### src/rtl/muldiv_unit_pkg.sv
// Shared encodings and defaults for the iterative multiply/divide unit.
package muldiv_unit_pkg;

   localparam int unsigned MULDIV_WIDTH = 32;
   localparam int unsigned MULDIV_CNT_W = 6;

   typedef enum logic [1:0] {
      OP_MULTU = 2'b00,
      OP_MULT  = 2'b01,
      OP_DIVU  = 2'b10,
      OP_DIV   = 2'b11
   } op_e;

   typedef enum logic [1:0] {
      S_IDLE = 2'b00,
      S_CALC = 2'b01,
      S_FIX  = 2'b10,
      S_DONE = 2'b11
   } state_e;

   function automatic logic op_is_div(input op_e o);
      return (o == OP_DIVU) || (o == OP_DIV);
   endfunction

   function automatic logic op_is_signed(input op_e o);
      return (o == OP_MULT) || (o == OP_DIV);
   endfunction

endpackage

### src/rtl/muldiv_datapath.sv
// Iteration engine: unsigned shift-add multiply or restoring divide on magnitudes.
// Multiply: {acc, sr} ends as the 2W-bit product. Divide: sr ends as quotient, acc as remainder.
module muldiv_datapath
   import muldiv_unit_pkg::*;
#(
   parameter int unsigned WIDTH = MULDIV_WIDTH,
   parameter int unsigned CNT_W = MULDIV_CNT_W
) (
   input  logic             clk,
   input  logic             rst,
   input  logic             load,
   input  logic             step,
   input  logic             div_mode,
   input  logic [WIDTH-1:0] a_mag,
   input  logic [WIDTH-1:0] b_mag,
   output logic [WIDTH-1:0] acc,
   output logic [WIDTH-1:0] sr,
   output logic             last
);

   logic [WIDTH:0]   acc_q, acc_d;
   logic [WIDTH-1:0] sr_q, sr_d;
   logic [WIDTH-1:0] m_q, m_d;
   logic [CNT_W-1:0] cnt_q, cnt_d;
   logic             div_q, div_d;
   logic [WIDTH:0]   sum;
   logic [WIDTH:0]   shifted;

   // Next-state for one iteration (or operand load)
   always_comb begin
      acc_d   = acc_q;
      sr_d    = sr_q;
      m_d     = m_q;
      cnt_d   = cnt_q;
      div_d   = div_q;
      sum     = acc_q + {1'b0, m_q};
      shifted = {acc_q[WIDTH-1:0], sr_q[WIDTH-1]};
      if (load) begin
         acc_d = '0;
         cnt_d = '0;
         div_d = div_mode;
         if (div_mode) begin
            sr_d = a_mag;
            m_d  = b_mag;
         end else begin
            sr_d = b_mag;
            m_d  = a_mag;
         end
      end else if (step) begin
         cnt_d = cnt_q + 1'b1;
         if (div_q) begin
            if (shifted >= {1'b0, m_q}) begin
               acc_d = shifted - {1'b0, m_q};
               sr_d  = {sr_q[WIDTH-2:0], 1'b1};
            end else begin
               acc_d = shifted;
               sr_d  = {sr_q[WIDTH-2:0], 1'b0};
            end
         end else if (sr_q[0]) begin
            {acc_d, sr_d} = {sum, sr_q} >> 1;
         end else begin
            {acc_d, sr_d} = {acc_q, sr_q} >> 1;
         end
      end
   end

   // Iteration registers
   always_ff @(posedge clk) begin
      if (rst) begin
         acc_q <= '0;
         sr_q  <= '0;
         m_q   <= '0;
         cnt_q <= '0;
         div_q <= 1'b0;
      end else begin
         acc_q <= acc_d;
         sr_q  <= sr_d;
         m_q   <= m_d;
         cnt_q <= cnt_d;
         div_q <= div_d;
      end
   end

   assign acc  = acc_q[WIDTH-1:0];
   assign sr   = sr_q;
   assign last = (cnt_q == CNT_W'(WIDTH - 1));

endmodule

### src/rtl/muldiv_unit.sv
// Multiply/divide unit: control FSM, sign fix-up and the HI/LO register pair.
module muldiv_unit
   import muldiv_unit_pkg::*;
#(
   parameter int unsigned WIDTH = MULDIV_WIDTH,
   parameter int unsigned CNT_W = MULDIV_CNT_W
) (
   input  logic             clk,
   input  logic             rst,
   input  logic             start,
   input  logic [1:0]       op,
   input  logic [WIDTH-1:0] a,
   input  logic [WIDTH-1:0] b,
   input  logic             wr_hi,
   input  logic             wr_lo,
   input  logic [WIDTH-1:0] wdata,
   output logic             busy,
   output logic             done,
   output logic [WIDTH-1:0] hi,
   output logic [WIDTH-1:0] lo
);

   state_e           state_q, state_d;
   op_e              op_q, op_d;
   logic             neg_lo_q, neg_lo_d;
   logic             neg_hi_q, neg_hi_d;
   logic             b_zero_q, b_zero_d;
   logic [WIDTH-1:0] a_raw_q, a_raw_d;
   logic [WIDTH-1:0] hi_q, hi_d;
   logic [WIDTH-1:0] lo_q, lo_d;
   logic             busy_q, busy_d;
   logic             done_q, done_d;

   op_e              op_in;
   logic             a_s, b_s;
   logic [WIDTH-1:0] a_mag, b_mag;
   logic             load, step;
   logic [WIDTH-1:0] dp_acc, dp_sr;
   logic             dp_last;
   logic [2*WIDTH-1:0] prod_fix;
   logic [WIDTH-1:0] quo_fix, rem_fix;

   // Operand sign extraction and magnitudes for the incoming request
   always_comb begin
      op_in = op_e'(op);
      a_s   = op_is_signed(op_in) & a[WIDTH-1];
      b_s   = op_is_signed(op_in) & b[WIDTH-1];
      a_mag = a_s ? -a : a;
      b_mag = b_s ? -b : b;
   end

   assign load = (state_q == S_IDLE) && start;
   assign step = (state_q == S_CALC);

   muldiv_datapath #(
      .WIDTH (WIDTH),
      .CNT_W (CNT_W)
   ) u_datapath (
      .clk      (clk),
      .rst      (rst),
      .load     (load),
      .step     (step),
      .div_mode (op_is_div(op_in)),
      .a_mag    (a_mag),
      .b_mag    (b_mag),
      .acc      (dp_acc),
      .sr       (dp_sr),
      .last     (dp_last)
   );

   // Sign correction of the unsigned iteration result
   always_comb begin
      prod_fix = neg_lo_q ? -{dp_acc, dp_sr} : {dp_acc, dp_sr};
      quo_fix  = neg_lo_q ? -dp_sr : dp_sr;
      rem_fix  = neg_hi_q ? -dp_acc : dp_acc;
   end

   // Control FSM next-state, HI/LO writes and registered status outputs
   always_comb begin
      state_d  = state_q;
      op_d     = op_q;
      neg_lo_d = neg_lo_q;
      neg_hi_d = neg_hi_q;
      b_zero_d = b_zero_q;
      a_raw_d  = a_raw_q;
      hi_d     = hi_q;
      lo_d     = lo_q;
      busy_d   = busy_q;
      done_d   = 1'b0;
      case (state_q)
         S_IDLE: begin
            if (wr_hi) hi_d = wdata;
            if (wr_lo) lo_d = wdata;
            if (start) begin
               op_d     = op_in;
               neg_lo_d = a_s ^ b_s;
               neg_hi_d = op_is_div(op_in) ? a_s : (a_s ^ b_s);
               b_zero_d = (b == '0);
               a_raw_d  = a;
               busy_d   = 1'b1;
               state_d  = S_CALC;
            end
         end
         S_CALC: begin
            if (dp_last) state_d = S_FIX;
         end
         S_FIX: begin
            if (op_is_div(op_q)) begin
               if (b_zero_q) begin
                  hi_d = a_raw_q;
                  lo_d = '1;
               end else begin
                  hi_d = rem_fix;
                  lo_d = quo_fix;
               end
            end else begin
               {hi_d, lo_d} = prod_fix;
            end
            done_d  = 1'b1;
            state_d = S_DONE;
         end
         S_DONE: begin
            busy_d  = 1'b0;
            state_d = S_IDLE;
         end
         default: begin
            busy_d  = 1'b0;
            state_d = S_IDLE;
         end
      endcase
   end

   // State and output registers; reset aborts any operation in flight
   always_ff @(posedge clk) begin
      if (rst) begin
         state_q  <= S_IDLE;
         op_q     <= OP_MULTU;
         neg_lo_q <= 1'b0;
         neg_hi_q <= 1'b0;
         b_zero_q <= 1'b0;
         a_raw_q  <= '0;
         hi_q     <= '0;
         lo_q     <= '0;
         busy_q   <= 1'b0;
         done_q   <= 1'b0;
      end else begin
         state_q  <= state_d;
         op_q     <= op_d;
         neg_lo_q <= neg_lo_d;
         neg_hi_q <= neg_hi_d;
         b_zero_q <= b_zero_d;
         a_raw_q  <= a_raw_d;
         hi_q     <= hi_d;
         lo_q     <= lo_d;
         busy_q   <= busy_d;
         done_q   <= done_d;
      end
   end

   assign busy = busy_q;
   assign done = done_q;
   assign hi   = hi_q;
   assign lo   = lo_q;

endmodule

### config.mk
export PLATFORM = sky130hd
export DESIGN_NAME = muldiv_unit
export DESIGN_NICKNAME = d
export VERILOG_FILES = /design/src/rtl/muldiv_unit_pkg.sv /design/src/rtl/muldiv_datapath.sv /design/src/rtl/muldiv_unit.sv
export SDC_FILE = /design/constraint.sdc
export NUM_CORES = 1
export LEC_CHECK = 0
export CAP_MARGIN = 20
export CORE_ASPECT_RATIO = 0.7
export CORE_MARGIN = 1
export CORE_UTILIZATION = 32
export DETAILED_ROUTE_END_ITERATION = 8
export DONT_BUFFER_PORTS = 1
export PLACE_DENSITY_LB_ADDON = 0.3
export SLEW_MARGIN = 20
export SYNTH_ARGS = -nofsm -noshare
export SYNTH_HDL_FRONTEND = slang
export SYNTH_HIERARCHICAL = 1
export SYNTH_SLANG_ARGS = --single-unit
### constraint.sdc
create_clock -name clk -period 4.8 [get_ports clk]
set_clock_uncertainty 0.05 [all_clocks]
set_input_delay 0.72 -clock clk [delete_from_list [all_inputs] [get_ports clk]]
set_output_delay 0.72 -clock clk [all_outputs]
set_load 0.02 [all_outputs]
Yosys cells after proc, flatten, opt, wreduce, memory -nomap -nowiden
Index checks and enable logic that the tools add are counted.
- flip-flop bits (word level): 209
- input port bits: 103
- eq/ne operators: 13
- reduce and logical (&&, ||, !) cells: 15
- $add $sub $neg: 8
- bitwise logic cells: 3
- mux-type cells: 30
- order comparisons: 1
- operators with widths (cell ; count):
    two-way mux 32 bit ; 17
    negator 32 bit ; 4
    one-hot mux 32 bit (2 select lines) ; 2
    two-way mux 33 bit ; 2
    two-way mux 64 bit ; 1
    negator 64 bit ; 1
    adder 33 x 32 -> 33 bit ; 1
    >= comparator 33 x 32 -> 1 bit ; 1
    subtractor 33 x 32 -> 33 bit ; 1
    logical NOT 32 bit ; 1
    equality test 2 bit (second input constant) ; 6
    AND reduction 2 bit ; 5
    one-hot mux 2 bit (4 select lines) ; 1
    adder 6 x 1 -> 6 bit (second input constant) ; 1
    equality test 6 x 5 -> 1 bit (second input constant) ; 1
    != test 2 bit (second input constant) ; 3
    nonzero test 2 bit ; 3
    equality test 2 x 1 -> 1 bit (second input constant) ; 2
    two-way mux 1 bit ; 4
    two-way mux 2 bit ; 2
    logical OR 1 bit ; 3
    AND 1 bit ; 2
    logical NOT 2 bit ; 1
    != test 2 x 1 -> 1 bit (second input constant) ; 1
    4 further kinds ; 4

Logic depth before layout (Yosys ltp)
Gate-level depths: netlist (run 1).
- word-level depth: 6
- gate-level depth with buffers: 13

Cells and area by module
Netlist (run 1), hierarchy kept.
- by module, submodules not included (module ; cells each ; times used ; area each (µm²)):
    muldiv_datapath ; 1180 ; 1 ; 9379.0
    muldiv_unit ; 1218 ; 1 ; 8523.2

Worst setup path before layout (run 1)
OpenSTA, ideal clock, no wires.
- path kind: input -> register
- from: in a[10]
- to: reg u_datapath.sr_q[19], in the netlist u_datapath/sr[19]
- setup slack: 1859 ps
- path buffers: 0
- library setup time: 86 ps
- required time: 4664 ps
- arrival time: 2805 ps
- stages on the path: 7
- cell sequence: or4_1 -> or3_1 -> or3_1 -> o41ai_1 -> xnor2_1 -> mux2i_1 -> a211oi_1
- longest elaborated chain between the ends: 4
- RTL lines (what ; RTL line ; RTL):
    start, declared ; muldiv_unit.sv:12 ; input logic [WIDTH-1:0] a,
    negator 32 bit ; muldiv_unit.sv:48 ; a_mag = a_s ? -a : a;
    two-way mux 32 bit ; muldiv_unit.sv:48 ;
    named net a_mag[19] ; muldiv_unit.sv:36 ; logic [WIDTH-1:0] a_mag, b_mag;
    two-way mux 32 bit ; muldiv_datapath.sv:42 ; if (div_mode) begin
    two-way mux 32 bit ; muldiv_datapath.sv:38 ; if (load) begin
    end signal, assigned ; muldiv_datapath.sv:77 ; sr_q <= sr_d;
    end, declared ; muldiv_datapath.sv:22 ; logic [WIDTH-1:0] sr_q, sr_d;
The timed path passes the listed nets, and every way through them passes these cells.
A chain may end at the register's enable or synchronous reset.

Worst setup path after layout (run 1)
- from: reg u_datapath.acc_q[0]
- to: reg u_datapath.acc_q[29]
- longest elaborated chain between the ends: 3
- elaborated cells between the ends (all ways): 6
- classes of those cells: add/sub (2); order compare (1); mux (3)
- RTL lines (what ; RTL line ; RTL):
    start, declared ; muldiv_datapath.sv:21 ; logic [WIDTH:0] acc_q, acc_d;
    start signal, assigned ; muldiv_datapath.sv:70 ; acc_q <= '0;
    start signal, assigned ; muldiv_datapath.sv:76 ; acc_q <= acc_d;
    adder 33 x 32 -> 33 bit (tied with other cells) ; muldiv_datapath.sv:36 ; sum = acc_q + {1'b0, m_q};
    two-way mux 32 bit / two-way mux 33 bit (equally long branches) ; muldiv_datapath.sv:59, muldiv_datapath.sv:52 ;
    two-way mux 33 bit (*) ; muldiv_datapath.sv:51 ; if (div_q) begin
Every way passes the cells marked *; elsewhere a longest branch is shown, timed or not.

==> results of run 1 <==
worst paths after layout:
kind                            start              endpoint  slack [ps]  depth (start not counted)
hold / removal                    rst              b_zero_q         190                          1
setup / recovery  u_datapath/acc_q[0]  u_datapath/acc_q[29]        1230                         11
setup reg to reg  u_datapath/acc_q[0]  u_datapath/acc_q[29]        1230                         11
hold reg to reg           a_raw_q[23]           a_raw_q[23]         400                          2
Yosys cell counts (all sizes together) (5+ instances only):
| cell | number | share of area |
|---|---|---|
| nand2 | 230 | 0.048 |
| nor2 | 230 | 0.048 |
| a21oi | 210 | 0.060 |
| dfxtp | 208 | 0.23 |
| clkbuf | 132 | 0.028 |
| mux2i | 118 | 0.066 |
| o21ai | 117 | 0.034 |
| a211oi | 115 | 0.049 |
| xnor2 | 95 | 0.046 |
| inv | 81 | 0.017 |
| xor2 | 81 | 0.040 |
| nor3 | 74 | 0.021 |
| ha | 73 | 0.051 |
| buf | 72 | 0.024 |
| nand3 | 38 | 0.011 |
| o31ai | 31 | 0.013 |
| o41ai | 31 | 0.016 |
| or3 | 31 | 0.011 |
| nor4 | 30 | 0.010 |
| o211ai | 30 | 0.013 |
| a21o | 28 | 0.012 |
| o221ai | 28 | 0.014 |
| a31oi | 25 | 0.0096 |
| nand4 | 24 | 0.0084 |
| or4 | 23 | 0.010 |
| nor2b | 21 | 0.0078 |
| nand2b | 20 | 0.0070 |
| and3 | 19 | 0.0066 |
| o22ai | 17 | 0.0059 |
| o21bai | 13 | 0.0055 |
| a221oi | 10 | 0.0056 |
| a2111oi | 9 | 0.0048 |
| a22o | 9 | 0.0044 |
| a21boi | 8 | 0.0034 |
| and2 | 8 | 0.0028 |
| o21a | 8 | 0.0034 |
| or2 | 8 | 0.0028 |
| nor3b | 7 | 0.0029 |
| a211o | 6 | 0.0029 |
| a31o | 6 | 0.0029 |
| a32o | 6 | 0.0034 |
| mux2 | 5 | 0.0031 |
| o311ai | 5 | 0.0024 |
power groups by stage:
stage | logic [mW] | clock network [mW] | registers, mW
after floorplan | 5.19 | 0 | 2.90
after CTS | 6.92 | 2.10 | 3.30
final | 7.15 | 2.08 | 3.34
after global placement | 6.87 | 0 | 3.33
after detailed placement | 6.88 | 0 | 3.34
after global routing | 7.69 | 2.17 | 3.38
cells by family (layout without fill, tap and decap cells):
group                    count (synthesis)  count (layout)  share of synthesized area
buffers and inverters                  286             171                     0.0684
XOR/XNOR                               176             176                     0.0861
AND/OR/NAND/NOR                        777             777                      0.205
multiplexers                           123             123                     0.0691
other                                    0               3                          0
AO/OA/AOI/OAI                          753             753                      0.285
flip-flops                             208             208                      0.233
adder cells (fa/ha/maj)                 75              75                     0.0533
final cells by class:
cell class / instances / area, µm²
Antenna cell: 3 / 7.51
Timing Repair Buffer: 45 / 350
Tap cell: 740 / 926
Inverter: 82 / 310
Clock buffer: 32 / 671
Multi-Input combinational cell: 1904 / 12500
Fill cell: 5887 / 36100
Sequential cell: 208 / 4170
Clock inverter: 12 / 198
critical path: cells and delay by family (launching register included):
kind | cells | cell delay, ps
compound gates | 7 | 2080
fa+ha+maj | 2 | 710
flops | 1 | 410
simple gates | 2 | 170
routing by layer:
metal / vias up / routed length, µm / share of wire / global-route usage
li1: 8529 / - / - / -
met1: 9007 / 36400 / 0.46 / 0.390
met2: 1006 / 31400 / 0.40 / 0.369
met3: 96 / 10000 / 0.13 / 0.0915
met4: 10 / 1360 / 0.017 / 0.0494
met5: - / 60 / 0.00076 / 0
sequential cells by signal, summed over array words and instances, names as in the netlist:
register,count
a_raw_q,32
b_zero_q,1
busy,1
done,1
hi,32
lo,32
neg_hi_q,1
neg_lo_q,1
op_q,1
state_q,2
u_datapath/acc_q,33
u_datapath/cnt_q,6
u_datapath/div_q,1
u_datapath/m_q,32
u_datapath/sr,32
==> results.md, run 1 <==
- Cell mode on critical path: nor3_1
- Number of flops mapped to enable cells by yosys: 0
- Switching part of the total: 0.526
- Gpl congestion: roughly 1
- Clock H-tree levels: 1
- Fin cells: a little over 3000
- CTS Hold Bufs: 0
- Finished Core Util: 0.347
- Status: completed
- DRC: 0
- Internal power: approximately 6 mW
- Pwr Total: between 10 and 15 mW
- Maximum clock path buffer count: 3
- Num CTS Buffers: 24
- Critical Path, Cell by Cell: ha_1 > fa_1 > a21oi_1 > nor3_1 > o31ai_2 > a21oi_2 > a211oi_2 > o221a_4 > nor3_1 > a311oi_1 > a211oi_1
- Hold slack: approximately 190 ps
- Final worst slack: 1230 ps
- WS Path Type: reg2reg
- Final worst path period share: 0.743
- Mapped cell area: 0.0179 mm²
- Post-Place Worst Slack: 1230 ps
- Sw Pwr: between 6 and 7 mW
- GR Overflow Total: 0
- Worst-path maximum fanout: 8
- Clk sinks: 208
- Clk slew on worst S/H paths: approximately 80 ps
- F_max: ~280 MHz
- Hold Path Class: in2reg
- Layout Area Growth over Synthesis: 7.09%
- DP Wirelength: a little over 60 mm
- IO Port Bufs: 0
- Unrepaired setup endpoints after global routing: no
- Ys flop type: dfxtp_1
- Max transition margin: 0.128
- Max VDD drop: between 0.3 and 0.4 mV
- Post-DP Area: 0.0183 mm²
- Worst-margin pin slew: around 1300 ps
- Pwr/cell area: between 600 and 700 mW/mm²
- Post_cts resized: 0
- Die X-Extent: 285 µm
- Yosys warnings: 6
- CP peak stage delay: 510 ps
- Crit end category: flip-flop
- Worst endpoint required time: around 5200 ps
- # Post-CTS Setup Buffers: 0
- Register bit total from synthesis: between 200 and 250
- Layout cell share with drive strength beyond 1: 0.0609
- Final antenna-violating net count: 0
- WP data arrival: just under 4000 ps
- Slowest CP cell: a311oi_1
- Post-synthesis sequential area ratio: 0.233
- Clock Root Buffer: clkbuf_16
- MaxCap Viol Count: 0
- Clk_lat worst skew: between 500 and 600 ps
- Die area: about 0.057 mm²
- Initial antenna violation count: 8
- Final hold violation count: 0
- Initial drt markers: 2573
- Num rows: 72
- Syn Inst Count: between 2000 and 2500
- Combinational Power Share: 0.569
- Die Ht: between 150 and 200 µm
- Min cycle time layout: ~3600 ps
- Core area: approximately 0.055 mm²
- Share of power burned in registers: 0.266
- Static Leakage: a little over 7 nW
- Setup Viol. Count Final: 0
- CTS tree: yes
- Largest net degree at the start of global routing: ~170
- Max Slew Vio Count: 0
- Syn_nets: around 2600
- CP Launch Type: flip-flop
- Vias per cell: between 6 and 7
- Commonest non-fill, non-tap cells in the layout: nand2_1, nor2_1, dfxtp_1
- GRT Overall Usage: 0.266
- Vias in the first global route: around 17000
- Top Ports: around 170
- Post-synthesis async set-or-reset flop share: 0
- Commonest non-fill, non-tap cell in the layout: nand2_1
- Via count: approximately 19000
- Synth Area per Inst: 7.47 µm²
- Netlist cell types: 95
- Drt wl/cell: 26.2 µm
- Clock Power Share: 0.165
- Starting Density: 0.324
- Final setup TNS: 0 ps
- Placed cells: a little under 3000
- Detailed Route WL: just under 80 mm
- First-pass GRT wire length: about 110 mm
- Drt pass-1 iters: 6
- Final instance area: about 0.019 mm²
- Fin nets: between 2000 and 2500
(Power assumes the default switching activity.)
==> run 2, diff against run 1 <==
Clock period 4.8 ns to 3.3 ns, I/O delays scaled along.
==> run 2 against run 1 <==
- combinational power is 59% higher
- die area stayed put
- via count is 2.8% higher
- highest routed layer unchanged
- global-route usage is 0.85 points higher
- clock power is 50% higher
- design area is 4.6% higher
- non-clock buffer count is 101 higher
- maximum frequency is 12% higher
- critical endpoint is now u_datapath/acc_q[24]
==> results.md, run 2 (synthesis results as in run 1) <==
- WP data arrival: 3570 ps (was 3940 ps)
- Largest net degree at the start of global routing: 167 (was 173)
- Gpl congestion: 0.955 (was 0.978)
- Max VDD drop: 0.498 mV (was 0.365 mV)
- Final instance area: 0.0201 mm² (was 0.0192 mm²)
- # Post-CTS Setup Buffers: 0 (unchanged)
- Num CTS Buffers: 24 (unchanged)
- Layout cell share with drive strength beyond 1: 0.0973 (was 0.0609)
- Max reg flops: 33 (unchanged)
- Filler Cell Count: 5832 (was 5887)
- Critical Path, Cell by Cell: buf_4 > inv_1 > fa_1 > nor2b_4 > o31a_1 > o31a_1 > o21ai_4 > o211a_1 > o211ai_1 > o41ai_1 > o41ai_1 > a221oi_1 (was ha_1 > fa_1 > a21oi_1 > nor3_1 > o31ai_2 > a21oi_2 > a211oi_2 > o221a_4 > nor3_1 > a311oi_1 > a211oi_1)
- Max Slew Vio Count: 0 (unchanged)
- Num rows: 72 (unchanged)
- IO Port Bufs: 0 (unchanged)
- Crit end category: flip-flop (unchanged)
- Worst-path maximum fanout: 7 (was 8)
- Starting Density: 0.324 (unchanged)
- Finished Core Util: 0.363 (was 0.347)
- First-pass GRT wire length: 117 mm (was 114 mm)
- Initial antenna violation count: 4 (was 8)
- Final hold violation count: 0 (unchanged)
- Clock Root Buffer: clkbuf_16 (unchanged)
- Clk sinks: 208 (unchanged)
- Drt wl/cell: 26.2 µm (about the same)
- Status: completed (unchanged)
- Final worst path period share: 0.968 (was 0.743)
- Maximum clock path buffer count: 3 (unchanged)
- DRC: 0 (unchanged)
- R2r setup slk: 110 ps (was 1230 ps)
- Cell family with most CP delay: compound AO/OA/AOI/OAI gates (unchanged)
- Register bank with the most flops: u_datapath/acc_q (unchanged)
- Final antenna-violating net count: 0 (unchanged)
- Launch point of the worst reg-to-reg path: u_datapath/acc_q[0] (unchanged)
- MaxCap Viol Count: 0 (unchanged)
- Commonest non-fill, non-tap cells in the layout: nand2_1, nor2_1, a21oi_1, dfxtp_1, buf_4 (was nand2_1, nor2_1, dfxtp_1)
- CTS tree: yes (unchanged)
- Static Leakage: 7.76 nW (was 7.23 nW)
- Sequential cell area: 0.00417 mm² (about the same)
- Worst-margin pin slew: 869 ps (was 1270 ps)
- Layout Area Growth over Synthesis: 12.1% (was 7.09%)
- Core area: 0.0552 mm² (unchanged)
- GR Overflow Total: 0 (unchanged)
- Clk slew on worst S/H paths: 70 ps (was 80 ps)
- Clock H-tree levels: 1 (unchanged)
- Worst path depth: 12 (was 11)
- Via count: 19200 (was 18600)
- Vias per cell: 6.14 (was 6.16)
- Detailed Route WL: 81.8 mm (was 79.2 mm)
- DP Wirelength: 62.8 mm (was 61.0 mm)
- Drt pass-1 iters: 6 (unchanged)
- Pwr Total: 19.1 mW (was 12.6 mW)
- CP endpoint: u_datapath/acc_q[24] (was u_datapath/acc_q[29])
- Initial drt markers: 2572 (was 2573)
- WS Path Type: reg2reg (unchanged)
- Post-DP Area: 0.0190 mm² (was 0.0183 mm²)
- Clk_lat worst skew: 580 ps (about the same)
- Reg2reg path depth: 12 (was 11)
- CP Launch Type: flip-flop (unchanged)
- Fin nets: 2544 (was 2443)
- Slowest CP cell: fa_1 (was a311oi_1)
- Area of the multi-input gates: 0.0126 mm² (was 0.0125 mm²)
- Crit path from: u_datapath/acc_q[0] (unchanged)
- Die Ht: 200 µm (unchanged)
- Buf+Inv Stages, Crit Path: 2 (was 0)
- Die area: 0.0569 mm² (unchanged)
- Vias in the first global route: 17300 (was 16900)
- Final setup TNS: 0 ps (unchanged)
- Hold Path Class: in2reg (unchanged)
- Die X-Extent: 285 µm (unchanged)
- F_max: 313 MHz (was 280 MHz)
- Setup Viol. Count Final: 0 (unchanged)
- Worst endpoint required time: 3680 ps (was 5170 ps)
- Min-delay src: a[9] (was rst)
- Hold slack: 13.1 ps (was 194 ps)
- Max transition margin: 0.420 (was 0.128)
- CP peak stage delay: 490 ps (was 510 ps)
- Reg-to-Reg End: u_datapath/acc_q[24] (was u_datapath/acc_q[29])
- Pwr/cell area: 954 mW/mm² (was 656 mW/mm²)
- GRT Overall Usage: 0.274 (was 0.266)
- Min cycle time layout: 3190 ps (was 3570 ps)
- Top Ports: 169 (unchanged)
## run 2: cell types whose count changed in the layout (fill, tap and decap cells not counted), sizes merged
cell and change:
clkinv -1, diode -2, buf +93, clkinvlp +2
dlygate4sd3 +8, inv -2, bufinv +1
## run 2: repair_timing
action                                  4_1_cts  5_1_grt
resized for setup                             0        4
hold buffers                                 10        0
endpoints found under the setup margin        0       14
hold endpoints to repair                    115        0
## run 2: final cells by class
class	count	area share
well taps	740	0.0462
multi-input cells	1904	0.626
flip-flops and latches	208	0.208
clock inverters	12	0.0109
inverters	82	0.0155
diodes	1	0.000125
repair buffers	146	0.0598
clock buffers	32	0.0339
## run 2: how the worst min path moves through the flow
stage                  end  cells past startpoint  slack [ps]
2_1_floorplan  a_raw_q[23]                      2         380
3_3_place_gp   a_raw_q[23]                      2         390
3_5_place_dp   a_raw_q[23]                      2         400
4_1_cts         a_raw_q[1]                      2         0.9
5_1_grt         a_raw_q[1]                      2           7
6_report        a_raw_q[9]                      2          10
## run 2: power by group
| group | internal, mW | switching [mW] |
|---|---|---|
| logic | 4.14 | 7.26 |
| registers | 3.26 | 1.35 |
| clock network | 1.85 | 1.28 |
## run 2: through the flow
step / setup WS (ps) / cells
6_report: 106 / 3125
5_1_grt: -3.06 / 3124
4_1_cts: 115 / 3124
3_5_place_dp: 137 / 3070
3_3_place_gp: 134 / 3070
2_1_floorplan: 390 / 2398
## run 2: layer usage
layer	up-vias	GRT usage	part of all wire
li1	8733	-	-
met1	9327	0.398	0.45
met5	-	0.00750	0.0014
met3	120	0.0900	0.13
met2	984	0.388	0.40
met4	12	0.0548	0.019
==> run 3, diff against run 2 <==
Clock period 3.3 ns to 3.1 ns, I/O delays scaled along.
==> run 3 against run 2 <==
- design area rose by 2.0%
- clock power shrank 5%
- first-iteration DRC count shrank 4.6%
- core utilization is 0.72 points higher
- setup slack got worse by 51 ps
- die area unchanged
- total power up 6.8%
- final cell count up 1.6%
- combinational power grew 11%
- flip-flop and latch count did not move
- register-to-register slack worse by 50 ps
- critical path depth decreased by 1
- critical path type unchanged
- largest power group unchanged
==> results.md, run 3 (synthesis results as in run 1) <==
- Status: completed (unchanged)
- Top Ports: 169 (unchanged)
- Commonest non-fill, non-tap cells in the layout: nand2_1, nor2_1, a21oi_1 (was nand2_1, nor2_1, a21oi_1, dfxtp_1, buf_4)
- Via count: 19300 (was 19200)
- Core area: 0.0552 mm² (unchanged)
- Max Slew Vio Count: 0 (unchanged)
- Final worst path period share: 0.982 (was 0.968)
- Max transition margin: 0.457 (was 0.420)
- First-pass GRT wire length: 119 mm (was 117 mm)
- Post-Place Worst Slack: -13.4 ps (was 137 ps)
- Drt wl/cell: 26.2 µm (about the same)
- Initial drt markers: 2453 (was 2572)
- Largest net degree at the start of global routing: 164 (was 167)
- Clk sinks: 208 (unchanged)
- Starting Density: 0.324 (unchanged)
- WP data arrival: 3480 ps (was 3570 ps)
- Clock H-tree levels: 1 (unchanged)
- Maximum clock path buffer count: 3 (unchanged)
- F_max: 328 MHz (was 313 MHz)
- Final worst slack: 55.0 ps (was 106 ps)
- Crit end category: flip-flop (unchanged)
- IO Port Bufs: 0 (unchanged)
- Register bank with the most flops: u_datapath/acc_q (unchanged)
- Vias in the first global route: 17900 (was 17300)
- Final setup TNS: 0 ps (unchanged)
- CTS tree: yes (unchanged)
- Num rows: 72 (unchanged)
- Clk_lat worst skew: 580 ps (about the same)
- GR Overflow Total: 0 (unchanged)
- Fin cells: 3175 (was 3125)
- Share of power burned in registers: 0.236 (was 0.241)
- Sw Pwr: 10.6 mW (was 9.89 mW)
- Die X-Extent: 285 µm (unchanged)
- Min cycle time layout: 3040 ps (was 3190 ps)
- Worst-path maximum fanout: 29 (was 7)
- Commonest non-fill, non-tap cell in the layout: nand2_1
- Internal power: 9.83 mW (was 9.26 mW)
- Max VDD drop: 0.590 mV (was 0.498 mV)
- CP Launch Type: flip-flop (unchanged)
- Clock Root Buffer: clkbuf_16 (unchanged)
- Die area: 0.0569 mm² (unchanged)
- Clk slew on worst S/H paths: 70 ps (about the same)
- Max reg flops: 33 (unchanged)
- Switching part of the total: 0.519 (was 0.516)
- DP Wirelength: 63.9 mm (was 62.8 mm)
- Combinational Power Share: 0.618 (was 0.596)
- GRT Overall Usage: 0.280 (was 0.274)
- Initial antenna violation count: 3 (was 4)
- Pwr/cell area: 999 mW/mm² (was 954 mW/mm²)
- R2r setup slk: 60 ps (was 110 ps)
- Drt pass-1 iters: 5 (was 6)
- Die Ht: 200 µm (unchanged)
- Num CTS Buffers: 24 (unchanged)
- Layout cell share with drive strength beyond 1: 0.124 (was 0.0973)
- Layout Area Growth over Synthesis: 14.3% (was 12.1%)
- Final hold violation count: 0 (unchanged)
- Final antenna-violating net count: 0 (unchanged)
- Detailed Route WL: 83.0 mm (was 81.8 mm)
- MaxCap Viol Count: 0 (unchanged)
- Clock Power Share: 0.146 (was 0.163)
- Worst-margin pin slew: 814 ps (was 869 ps)
- Hold Path Class: in2reg (unchanged)
- WS Path Type: reg2reg (unchanged)
- DRC: 0 (unchanged)
- Static Leakage: 7.94 nW (was 7.76 nW)
- Gpl congestion: 1.02 (was 0.955)
- Worst endpoint required time: 3530 ps (was 3680 ps)
- Placed cells: 3110 (was 3070)
- Fin nets: 2596 (was 2544)
- Ant diodes: 0 (was 1)
- Setup Viol. Count Final: 0 (unchanged)
- Finished Core Util: 0.370 (was 0.363)
- Filler Cell Count: 5772 (was 5832)
- Vias per cell: 6.09 (was 6.14)
[run 3: power groups by stage]
stage / Combinational [mW] / Sequential [mW] / Clock (mW)
finish: 12.6 / 4.83 / 2.98
global route: 13.5 / 4.91 / 3.13
CTS: 12.1 / 4.76 / 3.02
detailed placement: 12.0 / 4.81 / 0
global placement: 12.0 / 4.80 / 0
floorplan: 8.03 / 4.49 / 0
[run 3: final cells by class]
type                    count  area (µm²)  area share
repair buffers            198        1600      0.0783
inverters                  82         310      0.0152
flip-flops and latches    208        4180       0.204
multi-input cells        1904       12600       0.618
clock inverters            12         125     0.00612
well taps                 740         926      0.0453
clock buffers              31         667      0.0326
[run 3: timing repair]
item,CTS,global route
setup endpoints to repair,1,34
pin swaps,2,8
hold endpoints to repair,134,0
setup buffers,1,2
gates resized for setup,0,38
gates cloned,0,0
hold buffers,19,0
[run 3: through the flow]
step	hold slack, ps	total power [mW]	cell area, µm²
finish	23.0	20.4	20500
global route	12.4	21.5	20500
CTS	5.37	19.9	20300
detailed placement	401	16.8	19300
global placement	400	16.8	19300
floorplan	381	12.5	17900
[run 3: routing by layer]
metal,wire [µm],vias up,global-route usage
met3,12200,114,0.133
met4,1970,14,0.0701
li1,-,8845,-
met2,32600,1045,0.381
met5,238,-,0.0192
met1,36000,9322,0.386
[run 3: path summary, 6_finish.rpt]
check	startpoint	endpoint	depth (start not counted)
setup / recovery	u_datapath/m_q[30]	u_datapath/acc_q[6]	11
hold / removal	op[0]	neg_lo_q	2
setup reg to reg	u_datapath/m_q[30]	u_datapath/acc_q[6]	11
hold reg to reg	a_raw_q[8]	a_raw_q[8]	2
[run 3: worst max-delay path: stages (launching register included)]
cell      delay, ps
dfxtp_1         580
inv_1            90
ha_1            340
a21o_1          220
a211o_1         330
a31oi_1         160
nand2_1         140
a31oi_4         210
buf_12          230
buf_4           170
o211ai_1        110
a32o_1          280
